$ cat src/rtl/dut_pkg.sv
// Shared constants, FSM state encoding and the distance helper for the
// pairwise min/max absolute-difference engine.
package dut_pkg;

    localparam int N_VALS    = 32;
    localparam int MEM_DEPTH = 256;
    localparam int MIN_ADDR  = 66;
    localparam int MAX_ADDR  = 68;

    typedef enum logic [3:0] {
        IDLE, LDA_HI, LDA_LO, LDB_HI, LDB_LO, CMP,
        WR0, WR1, WR2, WR3, DONE
    } state_t;

    // |a - b| for signed 16-bit operands; the 17-bit difference cannot overflow.
    function automatic logic [15:0] abs_diff(input logic [15:0] a, input logic [15:0] b);
        logic [16:0] diff;
        diff = {a[15], a} - {b[15], b};
        return diff[16] ? 16'(-diff) : diff[15:0];
    endfunction

endpackage

$ cat src/rtl/dut_if.sv
// Start/done handshake between a requester (master) and the compute block (slave).
interface dut_if;
    logic start;
    logic done;

    modport master (output start, input done);
    modport slave  (input start, output done);
endinterface

$ cat src/rtl/dut_data_mem.sv
// Byte-wide single-port data memory: combinational read, synchronous write.
module data_mem
    import dut_pkg::*;
(
    input  logic       clk,
    input  logic [7:0] i_addr,
    input  logic       i_we,
    input  logic [7:0] i_wdata,
    output logic [7:0] o_rdata
);

    logic [7:0] core [MEM_DEPTH];

    // NOTE: the storage array is deliberately not reset; contents must survive a block reset.
    always_ff @(posedge clk) begin
        if (i_we) begin
            core[i_addr] <= i_wdata;
        end
    end

    assign o_rdata = core[i_addr];

endmodule

$ cat src/rtl/dut.sv
// Walks every operand pair (j < k), tracks min/max |A - B| and writes both
// results back into the data memory, under a start/done handshake.
module dut
    import dut_pkg::*;
(
    input  logic clk,
    input  logic reset,
    dut_if.slave bus
);

    localparam logic [5:0] LAST_K = 6'(N_VALS - 1);
    localparam logic [5:0] LAST_J = 6'(N_VALS - 2);

    state_t      r_state;
    state_t      w_next;
    logic        r_done;
    logic        r_armed;
    logic [5:0]  r_j;
    logic [5:0]  r_k;
    logic [15:0] r_a;
    logic [15:0] r_b;
    logic [15:0] r_min;
    logic [15:0] r_max;

    logic [7:0]  w_addr;
    logic        w_we;
    logic [7:0]  w_wdata;
    logic [7:0]  w_rdata;
    logic [15:0] w_dist;

    data_mem dm (
        .clk     (clk),
        .i_addr  (w_addr),
        .i_we    (w_we),
        .i_wdata (w_wdata),
        .o_rdata (w_rdata)
    );

    assign w_dist   = abs_diff(r_a, r_b);
    assign bus.done = r_done;

    // NOTE: sequential state uses non-blocking assignments so all registers update together.
    always_ff @(posedge clk or posedge reset) begin
        if (reset) begin
            r_state <= IDLE;
        end else begin
            r_state <= w_next;
        end
    end

    // A run only launches after start has been seen high, so reset alone never starts one.
    always_comb begin
        // NOTE: default first, so no path through this block can infer a latch.
        w_next = r_state;
        if (bus.start && r_state != IDLE) begin
            w_next = IDLE;
        end else begin
            unique case (r_state)
                IDLE:    if (!bus.start && r_armed) w_next = LDA_HI;
                LDA_HI:  w_next = LDA_LO;
                LDA_LO:  w_next = LDB_HI;
                LDB_HI:  w_next = LDB_LO;
                LDB_LO:  w_next = CMP;
                CMP: begin
                    if (r_k == LAST_K) begin
                        w_next = (r_j == LAST_J) ? WR0 : LDA_HI;
                    end else begin
                        w_next = LDB_HI;
                    end
                end
                WR0:     w_next = WR1;
                WR1:     w_next = WR2;
                WR2:     w_next = WR3;
                WR3:     w_next = DONE;
                DONE:    w_next = DONE;
                default: w_next = IDLE;
            endcase
        end
    end

    always_comb begin
        w_addr  = 8'd0;
        w_we    = 1'b0;
        w_wdata = 8'd0;
        unique case (r_state)
            LDA_HI: w_addr = {1'b0, r_j[5:0] & 6'h1F, 1'b0};
            LDA_LO: w_addr = {1'b0, r_j[5:0] & 6'h1F, 1'b1};
            LDB_HI: w_addr = {1'b0, r_k[5:0] & 6'h1F, 1'b0};
            LDB_LO: w_addr = {1'b0, r_k[5:0] & 6'h1F, 1'b1};
            WR0: begin w_addr = 8'(MIN_ADDR);     w_we = 1'b1; w_wdata = r_min[15:8]; end
            WR1: begin w_addr = 8'(MIN_ADDR + 1); w_we = 1'b1; w_wdata = r_min[7:0];  end
            WR2: begin w_addr = 8'(MAX_ADDR);     w_we = 1'b1; w_wdata = r_max[15:8]; end
            WR3: begin w_addr = 8'(MAX_ADDR + 1); w_we = 1'b1; w_wdata = r_max[7:0];  end
            default: ;
        endcase
    end

    always_ff @(posedge clk or posedge reset) begin
        if (reset) begin
            r_done  <= 1'b0;
            r_armed <= 1'b0;
        end else begin
            r_done <= (w_next == DONE);
            if (bus.start) begin
                r_armed <= 1'b1;
            end else if (r_state == IDLE) begin
                r_armed <= 1'b0;
            end
        end
    end

    always_ff @(posedge clk or posedge reset) begin
        if (reset) begin
            r_min <= 16'hFFFF;
            r_max <= 16'h0000;
            r_j   <= 6'd0;
            r_k   <= 6'd1;
            r_a   <= 16'h0000;
            r_b   <= 16'h0000;
        end else begin
            unique case (r_state)
                IDLE: begin
                    r_min <= 16'hFFFF;
                    r_max <= 16'h0000;
                    r_j   <= 6'd0;
                    r_k   <= 6'd1;
                end
                LDA_HI: r_a[15:8] <= w_rdata;
                LDA_LO: r_a[7:0]  <= w_rdata;
                LDB_HI: r_b[15:8] <= w_rdata;
                LDB_LO: r_b[7:0]  <= w_rdata;
                CMP: begin
                    if (w_dist < r_min) r_min <= w_dist;
                    if (w_dist > r_max) r_max <= w_dist;
                    if (r_k == LAST_K) begin
                        r_j <= r_j + 6'd1;
                        r_k <= r_j + 6'd2;
                    end else begin
                        r_k <= r_k + 6'd1;
                    end
                end
                default: ;
            endcase
        end
    end

endmodule

$ cat src/flat_wrapper.sv
// flat-port wrapper written by rule: the top's interface ports become plain ports
module dut_flat import dut_pkg::*;
  (clk, reset, bus_start, bus_done);
  dut_if bus_i ();
  input  logic clk;
  input  logic reset;
  input wire logic [$bits(bus_i.start)-1:0] bus_start;
  output wire logic [$bits(bus_i.done)-1:0] bus_done;
  assign bus_i.start = bus_start;
  assign bus_done = bus_i.done;
  dut u_core (.clk(clk), .reset(reset), .bus(bus_i));
endmodule
$ cat config.mk
export PLATFORM = sky130hd
export DESIGN_NAME = dut_flat
export DESIGN_NICKNAME = d
export VERILOG_FILES = /design/src/rtl/dut_pkg.sv /design/src/rtl/dut_if.sv /design/src/rtl/dut_data_mem.sv /design/src/rtl/dut.sv /design/src/flat_wrapper.sv
export SDC_FILE = /design/constraint.sdc
export NUM_CORES = 1
export LEC_CHECK = 0
export CAP_MARGIN = 20
export CORE_AREA = 8 8 57 59
export DETAILED_ROUTE_END_ITERATION = 10
export DIE_AREA = 0 0 65 67
export GPL_TIMING_DRIVEN = 0
export PLACE_DENSITY = 0.76
export SLEW_MARGIN = 40
export SYNTH_ARGS = -nofsm -noshare
export SYNTH_HDL_FRONTEND = slang
export SYNTH_SLANG_ARGS = --single-unit
$ cat constraint.sdc
create_clock -name clk -period 1.8 [get_ports clk]
set_clock_uncertainty 0.2 [all_clocks]
set_input_delay 0.36 -clock clk [delete_from_list [all_inputs] [get_ports clk]]
set_output_delay 0.36 -clock clk [all_outputs]
set_load 0.1 [all_outputs]
; ---- Word-level counts from Yosys, hierarchy flattened
; Index checks and enable logic that the tools add are counted.
[totals]
reg_bits = 18
output_inout_bits = 1
word_cells = 42
[classes]
add_sub_neg = 3
eq_ne = 14
n_mux = 11
n_reduce_logical = 9
[op_table]
columns = op, count
row1 = $pmux 4 s10, 1
row2 = $pmux 6 s2, 2
row3 = $eq 4x3->1 const B, 4
row4 = $eq 4x4->1 const B, 4
row5 = $add 6x1->6 const B, 2
row6 = $eq 6x5->1 const B, 2
row7 = $mux 4, 3
row8 = $mux 6, 2
row9 = $eq 4x2->1 const B, 2
row10 = $add 6x2->6 const B, 1
row11 = $eq 4x1->1 const B, 1
row12 = $logic_not 4->1, 1
row13 = $reduce_bool 2->1, 2
row14 = $reduce_bool 4->1, 1
row15 = $mux 3, 1
row16 = $logic_and 1x1->1, 2
row17 = $mux 1, 2
row18 = $ne 2x1->1 const B, 1
row19 = $reduce_and 2->1, 1
row20 = $reduce_or 2->1, 1
row21 = $logic_not 1->1, 1

; ---- Logic depth before layout (Yosys ltp)
[logic_depth]
word_depth = 6
depth_mapped = 6
ltp_nobuf = 6

; ---- Worst setup path before layout
; Ideal clock, no wire load.
[synth_timing]
kind = register -> register
start = register u_core.r_k[0]
end = register u_core.r_k[5]
setup_time_ns = 0.122
arrival_time_ns = 1.476
required_ns = 1.478
path_slack_ns = 0.003
path_stages_with_launch = 5
cell_sequence = dfstp_2 > ha_1 > clkbuf_1 > a21oi_1 > a32o_1
[synth_between]
elab_chain_cells = 3
[synth_rtl]
columns = element, line_no
row1 = from (decl), dut.sv:19  ; logic [5:0] r_k;
row2 = from (signal assigned), dut.sv:137  ; r_k <= r_j + 6'd2;
row3 = from (signal assigned), dut.sv:139  ; r_k <= r_k + 6'd1;
row4 = $add 6x1->6 or $eq 6x5->1 (tied branches), "dut.sv:139, dut.sv:135"
row5 = $mux 6 (*), dut.sv:135  ; if (r_k == LAST_K) begin
row6 = $pmux 6 s2 (*), dut.sv:121  ; unique case (r_state)
; Every way passes the cells marked *; elsewhere a longest branch is shown, timed or not.
; A chain may end at the register's enable or synchronous reset.

; ---- Worst setup path after layout
[layout_timing]
start = register u_core.r_state[0]
end = register u_core.r_j[1]
[layout_between]
elab_chain_cells = 3
[layout_rtl]
columns = element, line_no
row1 = from (decl), dut.sv:14  ; state_t r_state;
row2 = from (signal assigned), dut.sv:47  ; r_state <= w_next;
row3 = $eq 4x3->1 or $logic_not 4->1 (tied branches), dut.sv:121
row4 = $ne 2x1->1 (no line) or $reduce_bool 2->1 (tied branches), -
row5 = $reduce_and 2->1 (no line), -
row6 = to (signal assigned), dut.sv:136  ; r_j <= r_j + 6'd1;
row7 = to (decl), dut.sv:18  ; logic [5:0] r_j;
; Several ways; a longest one is shown, not always the timed one.

==> run metrics <==
die width 65 um; initial antenna violation count 0; CTS sink count 18; depth of the worst register-to-register path 3; worst-margin pin slew 0.663 ns; Post-Syn Instances 116; Fin. Hold Viols 0; Clock Path Buffers 2; std cell rows 18; DR DRC count 0; Internal Pwr Total 920 uW; final wirelength 2300 um; DRT Pass-1 Iters 4; # diodes 0; Critical Path Fanout Max 10; fraction of registers with async set/reset 100%; final std cells w/o fill 155; Placer Congestion 0.882; largest net degree at the start of global routing 19; routed wire length per instance 14.8 um; CTS tree built; total power 1.50 mW; post-layout net count 133; Final setup viols 0; filler cell count in the final layout 199; number of global-route vias before repair 930; post-synthesis register bit count 18; period utilization 98.1%; status finished clean; Min-Delay Path Class in2async; first-pass GRT wire length 4030 um; Final min period 1.77 ns; Seq pwr share 38.3%; WP data required 1.80 ns; GR Util All Layers 11.4%; worst relative slew slack 55.7%; Final Max Slew Viols 0; GR Overflow Total 0; worst skew pair latency 0.30 ns; Max-cap violations 0; Die H 67 um; I/O pin cnt 4; Starting DRT DRC Count 49; CTS root buf clkbuf_4; logic gate share of total power 44.8%; core area 0.00236 mm2; VDD IR max 0.776 mV; effective utilization at floorplan 50.5%; worst r2r src u_core.r_state[0]; Post-DP HPWL 1600 um; Clock Power Share 16.9%; YS warnings 0; Synth Flop Type dfrtp_1; switching pwr 581 uW; Mapped Area 0.00119 mm2; critical path endpoint category flop; die footprint 0.00436 mm2; Max Clk Rate 566 MHz; layout cells sized above 1 24.8%; Mapped Nets 123; Seq/Total Area, Yosys 37.8%; placed cells 148; switching portion of total power 38.7%; Worst setup SP type flop; worst setup path startpoint u_core.r_state[0]; clock transition at the registers of the reported paths 0.10 ns; post-synthesis to final-layout area growth 11.1%; port bufs 2; Post-synth EDFFs 0; CP arrival 1.77 ns; leakage power 0.613 nW; Power Density 1130 mW/mm2; Crit Path Class reg2reg; via count 948; Cell variety after synth 51; routed vias/inst 6.12; antenna-violating nets left 0; Syn Area/Cell 10.3 um2; total CTS buffers 3; H-tree level count 1
-- area by class of cell --
cell class,count,area [um2],share of cell area (%)
sequential,18,454,34.2
tap,30,37.5,2.83
inverter,3,11.3,0.849
clock buffer,4,36.3,2.74
buffer,10,90.1,6.79
timing repair buffer,5,37.5,2.83
multi-input combinational,85,659,49.7
-- power groups by stage --
stage | combinational, mW | clock, mW | sequential (mW)
finish | 0.673 | 0.254 | 0.575
global route | 0.750 | 0.276 | 0.586
CTS | 0.646 | 0.256 | 0.566
detailed placement | 0.608 | 0 | 0.572
global placement | 0.591 | 0 | 0.565
floorplan | 0.511 | 0 | 0.554
-- critical path, stage by stage, from the launching register on --
cell and delay (ns):
dfrtp_1 0.45, buf_6 0.16, or4_1 0.59, a31o_2 0.26
-- cell usage after synthesis (all sizes together), types with 2 or more instances --
cell | count | area, um2
a21oi | 8 | 40.0
and2 | 2 | 12.5
a31oi | 2 | 12.5
nand3 | 5 | 25.0
o21ai | 3 | 15.0
nor3 | 3 | 15.0
clkbuf | 3 | 22.5
nor2 | 7 | 26.3
nor4 | 2 | 33.8
xnor2 | 3 | 26.3
a31o | 2 | 17.5
inv | 3 | 11.3
o21a | 2 | 15.0
buf | 6 | 51.3
a22o | 2 | 17.5
ha | 4 | 50.1
mux2i | 2 | 20.0
nand2 | 4 | 22.5
o22a | 2 | 17.5
dfrtp | 17 | 425
xor2 | 5 | 43.8
and4b | 2 | 21.3
nand4 | 7 | 58.8
and4 | 2 | 18.8
-- registers in the layout, summed over array words and instances (netlist names) --
register,flops
u_core.r_armed,1
u_core.bus.done,1
u_core.r_k,6
u_core.r_j,6
u_core.r_state,4
-- path summary, 6_finish.rpt --
check,end,slack [ns]
hold / removal,u_core.r_armed,0.25
min in group clk,u_core.r_state[3],0.29
setup reg to reg,u_core.r_j[1],0.03
setup / recovery,u_core.r_j[1],0.03
hold reg to reg,u_core.r_armed,0.29
max in group asynchronous,u_core.r_j[0],0.69
-- cell usage in the layout (no fill, tap or decap), types with 3 or more instances in the layout --
cell type  count
buf_6          3
nand3_1        5
nor2_1         7
buf_4          4
dfrtp_1       15
nor3_1         3
xor2_1         5
clkbuf_4       5
a21oi_1        8
ha_1           3
xnor2_1        3
nand2_1        3
o21ai_0        3
inv_1          3
nand4_1        6
-- per-layer routing --
| metal | track usage, % | vias up | part of all wire [%] |
|---|---|---|---|
| met5 | 0 | - | 0 |
| met4 | 4.90 | 0 | 1.8 |
| met3 | 1.51 | 5 | 2.7 |
| met2 | 20.4 | 20 | 49 |
| met1 | 13.5 | 474 | 46 |
| li1 | - | 449 | - |
-- stage by stage --
step	TNS (ns)	setup WS [ns]	cell area (um2)	util [%]	hold WS, ns
final	0	0.0343	1330	56.1	0.245
after global routing	-0.0000209	-0.0000209	1330	56.1	0.308
after CTS	0	0.0178	1290	54.7	0.285
after detailed placement	-1.06	-0.189	1250	52.7	0.276
after global placement	-1.18	-0.210	1250	52.9	0.261
after floorplan	0	0.00262	1190	-	0.0978
-- what timing repair did --
action,CTS,global route
pin swaps,1,0
setup endpoints to repair,8,8
hold buffers,0,0
resized for setup,2,6
hold endpoints to repair,0,0
setup buffers,1,2
-- cells by family after synthesis --
logic type | count (synthesis) | share of synthesized area, %
DFF | 18 | 37.8
xor gates and xnor gates | 8 | 5.87
adders and majority gates | 4 | 4.19
muxes | 3 | 2.93
and+or+nand+nor | 41 | 24.4
AOI/OAI and AO/OA | 29 | 16.8
buffers and inverters | 13 | 7.97
(Power assumes the default switching activity.)
